File: src/rtl/dual_mem_arbiter.sv
// dual_mem_arbiter: round-robin arbiter and command sequencer for two
// requesters (A, B) sharing a 256x16 dual-port memory.
// Ports:
//   clk, rst                   clock, synchronous active-high reset
//   req_x/we_x/addr_x/wdata_x  requester command (x = a, b)
//   gnt_x                      command accepted this cycle (combinational)
//   rvalid_x/rdata_x           read return, two cycles after the read grant
//   mem_read/mem_write         memory strobes (never both high)
//   mem_rd_address/mem_wr_address/mem_data_in  memory command fields
//   mem_data_out               registered memory read data
module dual_mem_arbiter #(
  parameter int unsigned DATA_WIDTH = 16,
  parameter int unsigned ADDR_WIDTH = 8
) (
  input  logic                  clk,
  input  logic                  rst,
  input  logic                  req_a,
  input  logic                  we_a,
  input  logic [ADDR_WIDTH-1:0] addr_a,
  input  logic [DATA_WIDTH-1:0] wdata_a,
  output logic                  gnt_a,
  output logic                  rvalid_a,
  output logic [DATA_WIDTH-1:0] rdata_a,
  input  logic                  req_b,
  input  logic                  we_b,
  input  logic [ADDR_WIDTH-1:0] addr_b,
  input  logic [DATA_WIDTH-1:0] wdata_b,
  output logic                  gnt_b,
  output logic                  rvalid_b,
  output logic [DATA_WIDTH-1:0] rdata_b,
  output logic                  mem_read,
  output logic                  mem_write,
  output logic [ADDR_WIDTH-1:0] mem_rd_address,
  output logic [ADDR_WIDTH-1:0] mem_wr_address,
  output logic [DATA_WIDTH-1:0] mem_data_in,
  input  logic [DATA_WIDTH-1:0] mem_data_out
);

  typedef enum logic {
    SRC_A = 1'b0,
    SRC_B = 1'b1
  } src_e;

  src_e                  last_served;
  logic                  grant;
  logic                  sel_we;
  logic [ADDR_WIDTH-1:0] sel_addr;
  logic [DATA_WIDTH-1:0] sel_wdata;

  // Read tag pipeline: stage 1 tracks the issued read, stage 2 lines up
  // with the memory's registered data.
  logic tag1_valid;
  src_e tag1_owner;
  logic tag2_valid;
  src_e tag2_owner;

  // Round-robin: on contention the requester not served last wins.
  assign gnt_a = ~rst & req_a & (~req_b | (last_served == SRC_B));
  assign gnt_b = ~rst & req_b & (~req_a | (last_served == SRC_A));

  // Granted command fields.
  assign grant     = gnt_a | gnt_b;
  assign sel_we    = gnt_b ? we_b    : we_a;
  assign sel_addr  = gnt_b ? addr_b  : addr_a;
  assign sel_wdata = gnt_b ? wdata_b : wdata_a;

  // Pointer, command stage and tag pipeline.
  always_ff @(posedge clk) begin
    if (rst) begin
      last_served    <= SRC_B;
      mem_read       <= 1'b0;
      mem_write      <= 1'b0;
      mem_rd_address <= '0;
      mem_wr_address <= '0;
      mem_data_in    <= '0;
      tag1_valid     <= 1'b0;
      tag1_owner     <= SRC_A;
      tag2_valid     <= 1'b0;
      tag2_owner     <= SRC_A;
    end else begin
      if (gnt_a) begin
        last_served <= SRC_A;
      end else if (gnt_b) begin
        last_served <= SRC_B;
      end

      mem_write <= grant & sel_we;
      mem_read  <= grant & ~sel_we;
      if (grant && sel_we) begin
        mem_wr_address <= sel_addr;
        mem_data_in    <= sel_wdata;
      end
      if (grant && !sel_we) begin
        mem_rd_address <= sel_addr;
      end

      tag1_valid <= grant & ~sel_we;
      tag1_owner <= gnt_b ? SRC_B : SRC_A;
      tag2_valid <= tag1_valid;
      tag2_owner <= tag1_owner;
    end
  end

  // Return path: data routed to the read's owner, zero otherwise.
  assign rvalid_a = tag2_valid & (tag2_owner == SRC_A);
  assign rvalid_b = tag2_valid & (tag2_owner == SRC_B);
  assign rdata_a  = rvalid_a ? mem_data_out : '0;
  assign rdata_b  = rvalid_b ? mem_data_out : '0;

endmodule

File: config.mk
export PLATFORM = sky130hd
export DESIGN_NAME = dual_mem_arbiter
export DESIGN_NICKNAME = d
export VERILOG_FILES = /design/src/rtl/dual_mem_arbiter.sv
export SDC_FILE = /design/constraint.sdc
export NUM_CORES = 1
export LEC_CHECK = 0
export BUFFER_PORTS_ARGS = -buffer_cell sky130_fd_sc_hd__clkbuf_2
export CORE_MARGIN = 2
export CORE_UTILIZATION = 42
export CTS_CLUSTER_DIAMETER = 150
export CTS_CLUSTER_SIZE = 16
export DETAILED_ROUTE_END_ITERATION = 7
export GPL_TIMING_DRIVEN = 0
export PLACE_DENSITY = 0.81
export SLEW_MARGIN = 40
export SYNTH_ARGS = -nofsm -noshare
export SYNTH_HDL_FRONTEND = slang
export SYNTH_SLANG_ARGS = --single-unit
File: constraint.sdc
create_clock -name clk -period 2.9 [get_ports clk]
set_clock_uncertainty 0.05 [all_clocks]
set_input_delay 0.58 -clock clk [delete_from_list [all_inputs] [get_ports clk]]
set_output_delay 0.58 -clock clk [all_outputs]
set_load 0.05 [all_outputs]
==> Implementation_results.wiki, run 1 <==
{| class="wikitable"
! Metric !! Value
|-
| Depth of the worst register-to-register path || 6
|-
| Chip Width || between 60 and 70 um
|-
| Wire length per cell after detailed routing || 13.3 um
|-
| Ports || 140
|-
| Start point of the critical path || tag2_valid
|-
| Arrival time at the worst endpoint || 1.84 ns
|-
| Routed metal-1 wirelength || 1820 um
|-
| Setup slack of the most critical reg-to-reg path || ~1.2 ns
|-
| Number of antenna violations at the first check in global routing || 0
|-
| Leakage power figure || 1.36 nW
|-
| Count of maximum capacitance violations || 0
|-
| Routed vias || 1800
|-
| Last element of the critical path || rdata_a[6]
|-
| Measured slew at the worst slew-check pin || 0.503 ns
|-
| Number of nets in the finished design || between 300 and 400
|-
| Post-cts sizing count || 0
|-
| Overflow after GRT || 0
|-
| Leading area contributor after synthesis || dfxtp_1
|-
| Power per Cell Area || 513 nW/um^2
|-
| Crit-path max cell delay || 0.42 ns
|-
| Hold Vio Cnt, Final || 0
|-
| Length of routed met2 wiring || 2400 um
|-
| Total number of clock tree sinks || 38
|-
| Max transition margin || 0.665
|-
| Data required, critical path || 2.27 ns
|-
| Unrepaired setup endpoints after global routing || no
|-
| Synthesized area || between 1500 and 2000 um^2
|-
| Most frequent cell after synthesis || dfxtp_1
|-
| Number of buffer cells added on primary ports || about 140
|-
| Path type of the worst min-delay path || reg2reg
|-
| Worst-path cell with the longest stage delay || dfxtp_1
|-
| Routed via count divided by cell count || between 4 and 5
|-
| Cells along the critical path || nor2b_1, clkbuf_1, and2_1, clkbuf_2
|-
| Final max-slew violation count || 0
|-
| Area growth, synth to finish || 48.1%
|-
| Filler instances || roughly 350
|-
| Run status || finished, final reports clean
|-
| Part of the Yosys area used for sequential elements || 0.433
|-
| Placement Cell Area || 2510 um^2
|-
| Post-route DRC violation count || 0
|-
| Half-perimeter wire length after detailed placement || 3960 um
|-
| Total Wirelength || 4860 um
|-
| Number of standard-cell rows in the floorplan || 23
|-
| Metal3 WL || 540 um
|-
| Post-synthesis cell type count || 24
|-
| CTS Buffer Depth || 2
|-
| Clock Latency Late Sink || between 0.2 and 0.3 ns
|-
| CTS clock-pin slew for the worst setup and hold paths || 0.07 ns
|-
| Reg2reg end || mem_wr_address[6]
|-
| Largest net degree at the start of global routing || 12
|-
| Number of setup violations in the final report || 0
|-
| Synthesized area divided by synthesized cell count || just over 10 um^2
|-
| Total clock buffers created by CTS || 5
|-
| Height of the die || a little under 70 um
|-
| Net count of the mapped netlist || about 240
|-
| Fraction of registers with async set or reset after synthesis || 0
|-
| Highest attainable clock frequency || 404 MHz
|-
| Final period util || 0.853
|-
| Fraction of layout cells with a size suffix above 1 || 0.511
|-
| Vias in the first global route || 1592
|-
| Shortest period the worst path allows || 2.47 ns
|-
| Depth of the CTS H-tree || 2
|-
| Maximum vdd ir drop || 0.443 mV
|-
| Biggest area contributors in the synthesized netlist || dfxtp_1 43%, mux2i_1 14%, o2bb2ai_1 12%, and2_1 6.4%, and3_1 5.7%
|-
| Number of antenna repair diodes || 0
|-
| Core Area || 4000 um^2
|-
| Post-synth EDFFs || 0
|-
| Kind of capture point of the worst setup path || output pin
|-
| Startpoint of the lowest-slack register-to-register path || last_served
|-
| Synthesis-stage register bit count || 38
|-
| Clock tree from TritonCTS || built
|-
| Initial DRT Pass Iterations || 4
|-
| Global placement routability congestion || 0.767
|-
| Final standard cell area without fillers || 2600 um^2
|-
| Drt initial violations || 21
|-
| CP Class || reg2out
|-
| Number of warnings issued by yosys || 0
|-
| Initial standard-cell utilization of the core || 0.439
|-
| Hold_buf cts || 0
|-
| Category of the worst setup path launch point || flip-flop
|-
| Top routing layer used || met4
|-
| Commonest cells post-synth || 38 x dfxtp_1, 24 x mux2i_1, 24 x o2bb2ai_1, 18 x and2_1, 16 x and3_1
|-
| Die Outline Area || 4720 um^2
|-
| Worst-path fanout max || 10
|-
| Antenna viol nets, final || 0
|-
| Area share of the largest cell type after synthesis || 0.433
|-
| First-pass GRT wire length || a little over 7000 um
|-
| Number of instances in the synthesized netlist || 169
|-
| Number of setup buffers added after CTS || 0
|-
| GRT Overall Usage || 0.205
|-
| Root buffer selected by CTS || clkbuf_8
|-
| Primary FF master, synth || dfxtp_1
|-
| Setup TNS || 0 ns
|}
## worst max-delay path: cells and delay by family, from the launching register on
kind	cells	cell delay, ns
buffers and inverters	2	0.59
flip-flops	1	0.42
AND/OR/NAND/NOR	2	0.55
## area by class of cell
class	instances	area [um^2]	area share
Buffer	14	83.8	0.0322
Clock buffer	7	86.3	0.0332
Clock inverter	1	5.00	0.00192
Inverter	1	3.75	0.00144
Multi-Input combinational cell	116	908	0.349
Sequential cell	38	761	0.292
Tap cell	50	62.6	0.0241
Timing Repair Buffer	138	691	0.266
## routing by layer
layer | vias to the layer above | global-route usage
met5 | - | 0
li1 | 901 | -
met4 | 0 | 0.0775
met2 | 93 | 0.374
met1 | 797 | 0.218
met3 | 9 | 0.0666
## worst min-delay path by stage
| stage | cells after the start | slack, ns | startpoint | end |
|---|---|---|---|---|
| 3_3_place_gp | 1 | 0.37 | tag1_owner | tag2_owner |
| 4_1_cts | 1 | 0.39 | tag1_owner | tag2_owner |
| 3_5_place_dp | 1 | 0.37 | tag1_owner | tag2_owner |
| 2_1_floorplan | 1 | 0.36 | tag1_owner | tag2_owner |
| 6_report | 1 | 0.39 | tag1_owner | tag2_owner |
| 5_1_grt | 1 | 0.42 | tag1_owner | tag2_owner |
## metrics by stage
stage | hold slack, ns | total power [mW] | util | cells | setup WS, ns
after detailed placement | 0.373 | 0.976 | 0.627 | 357 | 0.513
final | 0.388 | 1.33 | 0.650 | 365 | 0.425
after global routing | 0.417 | 1.40 | 0.650 | 365 | 0.225
after global placement | 0.373 | 0.970 | 0.627 | 357 | 0.503
after CTS | 0.389 | 1.34 | 0.650 | 365 | 0.395
after floorplan | 0.364 | 0.858 | - | 169 | 0.488
## cells by family (layout without fill, tap and decap cells)
family | after synthesis | count (layout) | synth area share
simple gates | 56 | 56 | 0.192
flops | 38 | 38 | 0.433
compound gates | 36 | 36 | 0.189
mux | 24 | 24 | 0.137
buf+inv | 15 | 161 | 0.0498
## placed cells by master (no fill, tap or decap), drive strengths merged, types with 2 or more instances in the layout
| cell type | n |
|---|---|
| nor2 | 11 |
| buf | 8 |
| o2bb2ai | 25 |
| mux2i | 24 |
| a211oi | 8 |
| nand2b | 2 |
| nor2b | 6 |
| nand2 | 2 |
| dfxtp | 38 |
| clkbuf | 151 |
| and3 | 16 |
| and2 | 18 |
## state kept, by name, summed over array words and instances (netlist names)
name            count
last_served         1
tag2_owner          1
mem_wr_address      8
tag1_valid          1
mem_rd_address      8
mem_data_in        16
tag1_owner          1
mem_write           1
tag2_valid          1
## power breakdown
group          internal (mW)  switching [mW]
clock network          0.192           0.181
registers              0.562          0.0219
logic                  0.118           0.260
total                  0.872           0.463
Note: power is estimated with default switching activity, not from simulation.
==> run 2, diff against run 1 <==
--- a/config.mk
+++ b/config.mk
@@ -6,7 +6,7 @@
 export NUM_CORES = 1
 export LEC_CHECK = 0
 export BUFFER_PORTS_ARGS = -buffer_cell sky130_fd_sc_hd__clkbuf_2
-export CORE_MARGIN = 2
+export CORE_MARGIN = 1
 export CORE_UTILIZATION = 42
 export CTS_CLUSTER_DIAMETER = 150
 export CTS_CLUSTER_SIZE = 16
==> run 2 against run 1 <==
Against the previous run:
- die area decreased by 5.7%
- clock power increased by 1%
- first-iteration DRC count unchanged
- critical endpoint is now rdata_a[8]
==> Implementation_results.wiki, run 2 (synthesis results as in run 1) <==
{| class="wikitable"
! Metric !! Value
|-
| Run status || finished, final reports clean
|-
| Clock tree from TritonCTS || built
|-
| Path type of the worst min-delay path || reg2reg
|-
| GRT Overall Usage || 0.210 (+0.00437)
|-
| Shortest period the worst path allows || 2.50 ns (+0.0289 ns)
|-
| Kind of capture point of the worst setup path || output pin
|-
| Final period util || 0.863 (+0.00995)
|-
| Height of the die || 66.7 um (-2.9%)
|-
| Die Outline Area || 4440 um^2 (-5.7%)
|-
| Cells along the critical path || nor2b_1, clkbuf_1, and2_1, clkbuf_2
|-
| Worst-path cell with the longest stage delay || dfxtp_1
|-
| Highest attainable clock frequency || 399 MHz (-1.2%)
|-
| Overflow after GRT || 0 (unchanged)
|-
| Startpoint of the lowest-slack register-to-register path || last_served
|-
| Leading cell type in the layout, fill and taps excluded || clkbuf_2
|-
| Placement Cell Area || 2510 um^2 (unchanged)
|-
| Regs by FF count || mem_data_in (16), mem_rd_address (8), mem_wr_address (8)
|-
| Vias in the first global route || 1571 (-1.3%)
|-
| Initial DRT Pass Iterations || 4 (unchanged)
|-
| Setup TNS || 0 ns (unchanged)
|-
| Maximum vdd ir drop || 0.338 mV (-24%)
|-
| Largest reg by FF count || mem_data_in
|-
| Least setup slack across all paths after layout || 0.396 ns (-0.0289 ns)
|-
| Number of setup violations in the final report || 0 (unchanged)
|-
| Layout Utilization || 0.651 (+0.000939)
|-
| Start point of the critical path || tag2_valid
|-
| Filler instances || 334 (-4.8%)
|-
| Number of setup buffers added after CTS || 0 (unchanged)
|-
| Number of antenna repair diodes || 0 (unchanged)
|-
| Post-cts sizing count || 0 (unchanged)
|-
| Worst slack at placement || 0.509 ns (-0.00453 ns)
|-
| Number of buffer cells added on primary ports || 138 (unchanged)
|-
| Unrepaired setup endpoints after global routing || no
|-
| First-pass GRT wire length || 6800 um (-4.5%)
|-
| Reg2reg end || mem_wr_address[5]
|-
| Largest net degree at the start of global routing || 13 (+1)
|-
| Root buffer selected by CTS || clkbuf_8
|-
| Number of antenna violations at the first check in global routing || 0 (unchanged)
|-
| Flip-flop count of the largest register after layout || 16 (unchanged)
|-
| Final max-slew violation count || 0 (unchanged)
|-
| Antenna viol nets, final || 0 (unchanged)
|-
| Worst-path fanout max || 10 (unchanged)
|-
| Setup slack of the most critical reg-to-reg path || 1.24 ns (+0.03 ns)
|-
| Final-layout worst hold slack || 0.386 ns (-0.00255 ns)
|-
| CTS clock-pin slew for the worst setup and hold paths || 0.07 ns (about the same)
|-
| Routed vias || 1776 (-1.3%)
|-
| Core Area || 4000 um^2 (unchanged)
|-
| CP Class || reg2out
|-
| Number of standard-cell rows in the floorplan || 23 (unchanged)
|-
| Drt initial violations || 21 (unchanged)
|-
| Data required, critical path || 2.27 ns (about the same)
|-
| Area growth, synth to finish || 48.3%
|-
| Measured slew at the worst slew-check pin || 0.508 ns (+0.00533 ns)
|-
| Ports || 140 (unchanged)
|-
| Power per Cell Area || 514 nW/um^2 (+0.14%)
|-
| Initial standard-cell utilization of the core || 0.439 (unchanged)
|-
| Top library cells by usage in the layout, fill and taps aside || 139 x clkbuf_2, 38 x dfxtp_1, 24 x mux2i_1, 24 x o2bb2ai_1, 18 x and2_1
|-
| Arrival time at the worst endpoint || 1.87 ns (+0.03 ns)
|-
| Global placement routability congestion || 0.739 (-3.6%)
|-
| Hold_buf cts || 0 (unchanged)
|-
| Total Wirelength || 4670 um (-3.9%)
|-
| Number of nets in the finished design || 384 (unchanged)
|-
| Clock Latency Late Sink || 0.28 ns (about the same)
|-
| Half-perimeter wire length after detailed placement || 3750 um (-5.2%)
|-
| Routed via count divided by cell count || 4.87 (-1.3%)
|-
| Depth of the worst register-to-register path || 6 (unchanged)
|-
| Crit-path max cell delay || 0.42 ns (about the same)
|-
| Category of the worst setup path launch point || flip-flop
|-
| Last element of the critical path || rdata_a[8]
|-
| Total number of clock tree sinks || 38 (unchanged)
|-
| Post-route DRC violation count || 0 (unchanged)
|-
| Hold Vio Cnt, Final || 0 (unchanged)
|-
| Leakage power figure || 1.36 nW (about the same)
|-
| Count of maximum capacitance violations || 0 (unchanged)
|-
| Wire length per cell after detailed routing || 12.8 um (-3.9%)
|-
| Max transition margin || 0.661 (-0.00355)
|-
| Fraction of layout cells with a size suffix above 1 || 0.514 (+0.00317)
|-
| Final standard cell area without fillers || 2610 um^2 (+0.14%)
|-
| Total clock buffers created by CTS || 5 (unchanged)
|-
| Chip Width || 66.7 um (-2.9%)
|-
| CTS Buffer Depth || 2 (unchanged)
|-
| Critical hold path startpoint || tag1_owner
|-
| Depth of the CTS H-tree || 2 (unchanged)
|}
## run 2: how the worst min path moves through the flow
stage	end	slack (ns)	cells past startpoint
after detailed placement	tag2_owner	0.37	1
after CTS	tag2_owner	0.39	1
after global routing	tag2_owner	0.41	1
final	tag2_owner	0.39	1
after floorplan	tag2_owner	0.36	1
after global placement	tag2_owner	0.37	1
## run 2: worst max-delay path: cells and delay by family, from the launching register on
family,cells,cell delay (ns)
simple gates,2,0.57
buf+inv,2,0.59
flops,1,0.42
## run 2: final cells by class
class	instances	area [um^2]	share of cell area
buffer	14	83.8	0.0322
clock buffer	6	82.6	0.0317
clock inverter	2	12.5	0.00480
inverter	1	3.75	0.00144
multi-input combinational	116	908	0.349
sequential	38	761	0.292
tap	50	62.6	0.0240
timing repair buffer	138	691	0.265
## run 2: through the flow
step                power, mW  instances
floorplan               0.858        169
finish                   1.34        365
CTS                      1.35        365
detailed placement      0.975        357
global route             1.40        365
global placement        0.971        357
## run 2: routing by layer
| layer | GRT usage | wire length (um) | up-vias |
|---|---|---|---|
| met4 | 0.104 | 71 | 0 |
| met1 | 0.201 | 1830 | 775 |
| met5 | 0 | 0 | - |
| li1 | - | - | 904 |
| met3 | 0.0531 | 387 | 5 |
| met2 | 0.405 | 2380 | 92 |
## run 2: power by group
| part | total (mW) | switching [mW] | internal (mW) |
|---|---|---|---|
| clock network | 0.378 | 0.187 | 0.191 |
| logic | 0.377 | 0.259 | 0.118 |
| registers | 0.583 | 0.0219 | 0.562 |
| total | 1.34 | 0.468 | 0.871 |
